**config.mk**
```make
export PLATFORM = sky130hd
export DESIGN_NAME = pc_branch_unit
export DESIGN_NICKNAME = d
export VERILOG_FILES = /design/src/rtl/pc_unit_pkg.sv /design/src/rtl/pc_target_adder.sv /design/src/rtl/pc_branch_unit.sv
export SDC_FILE = /design/constraint.sdc
export NUM_CORES = 1
export LEC_CHECK = 0
export ABC_AREA = 1
export CORE_MARGIN = 3
export CORE_UTILIZATION = 45
export CTS_CLUSTER_SIZE = 20
export DETAILED_ROUTE_END_ITERATION = 10
export HOLD_SLACK_MARGIN = 0.06
export PLACE_DENSITY = 0.69
export RECOVER_POWER = 25
export SYNTH_ARGS = -nofsm -noshare
export SYNTH_HDL_FRONTEND = slang
export SYNTH_SLANG_ARGS = --single-unit
```
**constraint.sdc**
```tcl
create_clock -name clk -period 6.2 [get_ports clk]
set_clock_uncertainty 0.1 [all_clocks]
set_input_delay 0.93 -clock clk [delete_from_list [all_inputs] [get_ports clk]]
set_output_delay 0.93 -clock clk [all_outputs]
set_load 0.05 [all_outputs]
```
**src/rtl/pc_unit_pkg.sv**
```systemverilog
// Shared encodings for the PC/branch unit: request opcodes, FSM states, default width.
package pc_unit_pkg;

  localparam int DATA_WIDTH_DEF = 32;

  typedef enum logic [1:0] {
    OP_INC    = 2'b00,
    OP_BRANCH = 2'b01,
    OP_JUMP   = 2'b10,
    OP_JAL    = 2'b11
  } req_op_e;

  typedef enum logic [1:0] {
    ST_IDLE     = 2'b00,
    ST_WAIT_CON = 2'b01,
    ST_UPDATE   = 2'b10
  } state_e;

endpackage

```
**src/rtl/pc_target_adder.sv**
```systemverilog
// Combinational next-PC candidates: sequential (pc+1) and relative (pc+1+offset), modulo 2^DATA_WIDTH.
module pc_target_adder
  import pc_unit_pkg::*;
#(
  parameter int DATA_WIDTH = DATA_WIDTH_DEF
) (
  input  logic [DATA_WIDTH-1:0] pc,
  input  logic [DATA_WIDTH-1:0] offset,
  output logic [DATA_WIDTH-1:0] pc_plus1,
  output logic [DATA_WIDTH-1:0] pc_branch
);

  localparam logic [DATA_WIDTH-1:0] ONE = {{(DATA_WIDTH-1){1'b0}}, 1'b1};

  // Two's-complement offset makes backward branches a plain wrapping add.
  assign pc_plus1  = pc + ONE;
  assign pc_branch = pc_plus1 + offset;

endmodule

```
**src/rtl/pc_branch_unit.sv**
```systemverilog
// Program-counter update unit: INC / BRANCH (waits for CON) / JUMP / JAL with link write.
// Optional build macro PC_BRANCH_STATS_EN adds saturating branch_cnt / taken_cnt outputs.
//
// Handshake: a request transfers on a rising edge where req_valid && req_ready; req_ready is
// high only in IDLE, and the request fields are captured on that edge and not looked at again.
module pc_branch_unit
  import pc_unit_pkg::*;
#(
  parameter int                    DATA_WIDTH = DATA_WIDTH_DEF,
  parameter logic [DATA_WIDTH-1:0] RESET_PC   = '0
) (
  input  logic                  clk,
  input  logic                  clear,
  input  logic                  req_valid,
  output logic                  req_ready,
  input  logic [1:0]            req_op,
  input  logic [DATA_WIDTH-1:0] offset,
  input  logic [DATA_WIDTH-1:0] jump_target,
  input  logic                  con_in,
  input  logic                  con_valid,
  output logic [DATA_WIDTH-1:0] pc_out,
  output logic [DATA_WIDTH-1:0] link_out,
  output logic                  link_we,
  output logic                  taken,
  output logic                  done,
`ifdef PC_BRANCH_STATS_EN
  output logic [15:0]           branch_cnt,
  output logic [15:0]           taken_cnt,
`endif
  output logic [1:0]            state_dbg
);

  state_e                  state_q, state_d;
  req_op_e                 op_q;
  logic [DATA_WIDTH-1:0]   offset_q;
  logic [DATA_WIDTH-1:0]   target_q;
  logic [DATA_WIDTH-1:0]   pc_q;
  logic [DATA_WIDTH-1:0]   link_q;
  logic                    con_q;
  logic                    taken_q;
  logic                    accept;
  logic                    con_sample;
  logic                    is_update;
  logic                    redirect;
  logic [DATA_WIDTH-1:0]   pc_plus1;
  logic [DATA_WIDTH-1:0]   pc_branch;
  logic [DATA_WIDTH-1:0]   pc_next;

  pc_target_adder #(
    .DATA_WIDTH (DATA_WIDTH)
  ) u_adder (
    .pc        (pc_q),
    .offset    (offset_q),
    .pc_plus1  (pc_plus1),
    .pc_branch (pc_branch)
  );

  assign accept     = req_valid && (state_q == ST_IDLE);
  assign con_sample = con_valid && (state_q == ST_WAIT_CON);
  assign is_update  = (state_q == ST_UPDATE);

  always_comb begin
    state_d = state_q;
    case (state_q)
      ST_IDLE: begin
        if (accept) begin
          state_d = (req_op_e'(req_op) == OP_BRANCH) ? ST_WAIT_CON : ST_UPDATE;
        end
      end
      ST_WAIT_CON: begin
        if (con_valid) begin
          state_d = ST_UPDATE;
        end
      end
      ST_UPDATE: state_d = ST_IDLE;
      default:   state_d = ST_IDLE;
    endcase
  end

  always_comb begin
    pc_next  = pc_plus1;
    redirect = 1'b0;
    case (op_q)
      OP_INC: begin
        pc_next  = pc_plus1;
        redirect = 1'b0;
      end
      OP_BRANCH: begin
        pc_next  = con_q ? pc_branch : pc_plus1;
        redirect = con_q;
      end
      OP_JUMP, OP_JAL: begin
        pc_next  = target_q;
        redirect = 1'b1;
      end
      default: begin
        pc_next  = pc_plus1;
        redirect = 1'b0;
      end
    endcase
  end

  // Strobes are masked by clear so a reset landing on UPDATE never shows a completion.
  assign req_ready = (state_q == ST_IDLE);
  assign done      = is_update && !clear;
  assign link_we   = is_update && !clear && (op_q == OP_JAL);
  assign pc_out    = pc_q;
  assign link_out  = link_q;
  assign taken     = taken_q;
  assign state_dbg = state_q;

  always_ff @(posedge clk) begin
    if (clear) begin
      state_q  <= ST_IDLE;
      op_q     <= OP_INC;
      offset_q <= '0;
      target_q <= '0;
      pc_q     <= RESET_PC;
      link_q   <= '0;
      con_q    <= 1'b0;
      taken_q  <= 1'b0;
    end else begin
      state_q <= state_d;
      if (accept) begin
        op_q     <= req_op_e'(req_op);
        offset_q <= offset;
        target_q <= jump_target;
        // PC is stable until UPDATE, so the return address can be captured now.
        if (req_op_e'(req_op) == OP_JAL) begin
          link_q <= pc_plus1;
        end
      end
      if (con_sample) begin
        con_q <= con_in;
      end
      if (is_update) begin
        pc_q    <= pc_next;
        taken_q <= redirect;
      end
    end
  end

`ifdef PC_BRANCH_STATS_EN
  logic [15:0] branch_cnt_q;
  logic [15:0] taken_cnt_q;

  always_ff @(posedge clk) begin
    if (clear) begin
      branch_cnt_q <= '0;
      taken_cnt_q  <= '0;
    end else if (is_update && (op_q == OP_BRANCH)) begin
      if (branch_cnt_q != 16'hFFFF) begin
        branch_cnt_q <= branch_cnt_q + 16'd1;
      end
      if (con_q && (taken_cnt_q != 16'hFFFF)) begin
        taken_cnt_q <= taken_cnt_q + 16'd1;
      end
    end
  end

  assign branch_cnt = branch_cnt_q;
  assign taken_cnt  = taken_cnt_q;
`endif

endmodule

```
==> results.ini <==
[status]
outcome=finished with violations
violations=capacitance limit, slew limit

[route]
wl_mm=31.06
drtPass1Iterations=6
postRouteAntennaNets=0
wl_per_cell_um=17.12
vias=9654
drc=0
drt_iter0_drc=841
via_per_inst=5.322

[yosys]
avgSynthCellArea_um2=6.201
synth_xor_area_share_pct=2.236
synth_top_family_by_area=simple AND/OR/NAND/NOR gates
ys_types=40
syn_inst=1426
syn-num-nets=1536
synth_compound_area_share_pct=18.86
syn_area_mm2=0.008842
ys_ff_latch=134
synthAdderAreaFrac_pct=5.604
synth_top_area_share_pct=30.34
yosys-top-cells-area=dfxtp_1 30%, nand2_1 14%, nor2_1 8.9%
synthMuxAreaShare_pct=0
synth-simple-area-share_pct=31.94
synth_top_cell_by_area=dfxtp_1
yosys_warnings=0
yosysSeqAreaShare_pct=30.34

[critical_path]
cp-start-kind=flip-flop
cp.required_ns=6.42
critPathMaxFanout=7
cp.arrival_ns=4.26
crit_path_end_kind=flip-flop
worst-setup-path-type=flip-flop to flip-flop

[cells_and_area]
finalNetCount=1651
fillers=1997
area_growth_pct=24.47
stdcell_count=1814
diodes=0
multiInputGateArea_mm2=0.005187
layout_commonest_cell=nand2_1
layout_common_cells=320 x nand2_1, 209 x nor2_1, 199 x inv_1
layout-drive-gt1-share_pct=4.698
regArea_mm2=0.002683

[sta]
whs_ns=0.3865
setup_viol=0
hold_viol_final=0
clock.fmax_ghz=0.2479
relSlewSlack_pct=-32.52
final.setup.tns_ns=0
min_period_over_period_pct=65.07
min_period_ns=4.035
drv_slew=81
worst_slew_pin_slew_ns=1.986
rsz0062_at_grt=false

[die]
dieArea_mm2=0.02137
pin_count=141
core_mm2=0.01902
rows=50
die_w_um=146.2
start_util_pct=46.49
die_h_um=146.2

[clock_tree]
clk_latency_ns=0.44
cts_tree=done
cts.clk_slew.worst_paths_ns=0.07
h-tree-depth=4
numCtsBuffers=17
cts_setup_buffers=0
post_cts_resized=0
numClockSinks=134
ctsHoldBuffers=0
root_buffer=clkbuf_16
cts_buffer_depth=2

[global_route]
grt.overflow.total=0
grt_max_degree=81
grt_use_total_pct=28.46
antenna_found_initial=0
first_global_vias=8959
grt_pass1_wl_mm=48.60

[placement]
io_buffer_count=140
hpwl_mm=22.75
gp_congestion=0.9458
placed_cells_incl_taps=1782

[hold_path]
hp-class=flip-flop to flip-flop

[pwr]
powerDensity_mw_per_mm2=239.0
ir_drop_mv=0.1752
p_leak_nw=5.290

[run]
max_cap_violations=1

==> metrics by stage <==
stage | area (um2) | setup WS (ns) | util (%) | total power, mW
finish | 11010 | 2.165 | 57.87 | 2.630
global route | 11010 | 2.044 | 57.87 | 2.751
CTS | 11010 | 2.293 | 57.87 | 2.635
detailed placement | 10430 | 2.355 | 54.84 | 1.627
global placement | 10430 | 2.359 | 54.84 | 1.624
floorplan | 8842 | 2.294 | - | 1.399
==> logic make-up after synthesis <==
logic type | Yosys count
AND/OR/NAND/NOR | 670
buffers and inverters | 256
AO/OA/AOI/OAI | 307
XOR/XNOR | 20
flip-flops | 134
adder cells (fa/ha/maj) | 39
==> registers in the layout, summed over array words and instances, names as in the netlist <==
name,count
pc_out,32
link_out,32
op_q,2
offset_q,32
taken,1
target_q,32
con_q,1
state_dbg,2
==> final timing paths <==
| kind | slack (ns) | startpoint | end | cells after the start |
|---|---|---|---|---|
| setup / recovery | 2.17 | pc_out[0] | pc_out[21] | 17 |
| hold / removal | 0.39 | target_q[16] | target_q[16] | 2 |
| setup reg to reg | 2.17 | pc_out[0] | pc_out[21] | 17 |
| hold reg to reg | 0.39 | target_q[16] | target_q[16] | 2 |
==> synth_stat cells (all sizes together) <==
cell / n
nor2: 217
and2: 5
nor4: 2
nand2: 327
xor2: 13
a221oi: 1
inv: 200
ha: 38
o21bai: 20
buf: 11
o211ai: 15
a21o: 3
dfxtp: 134
or2: 3
a21oi: 101
nand3b: 2
clkinv: 2
a31oi: 9
xnor2: 7
nand4: 9
nor3: 16
and3: 2
o21ai: 154
o21a: 4
nand3: 87
fa: 1
clkbuf: 43
==> metal layers <==
metal  vias to the layer above  wire, um  GRT usage, %
met5                         -         0             0
met2                       420     13640         44.59
met3                        67      2660         7.138
met1                      4365     13570         37.66
li1                       4802         -             -
met4                         0      1200         11.38
==> worst max-delay path, cell delays in order (launching register included) <==
cell	delay, ns
dfxtp_1	0.46
ha_1	0.22
nand2_1	0.11
nor2_4	0.20
and3_1	0.28
xor2_1	0.35
inv_1	0.16
ha_1	0.41
nand2_1	0.16
nor2_1	0.36
and2_1	0.19
nand2_1	0.08
nand2_1	0.19
nand2_1	0.10
nand3_1	0.09
nand3_1	0.11
a21oi_1	0.28
nor2_1	0.06
==> power breakdown <==
part           internal [mW]  switching (mW)  total, mW
Sequential             0.928          0.0599      0.988
Clock                  0.537           0.475       1.01
Combinational          0.213           0.418      0.631
==> area by class of cell <==
cell class,instances,share of cell area [%]
well taps,260,2.956
clock buffers,17,3.865
inverters,202,6.889
repair buffers,150,13.42
clock inverters,15,1.364
flip-flops and latches,134,24.37
multi-input cells,1036,47.13
No activity file was read; power rests on OpenSTA's default activity.
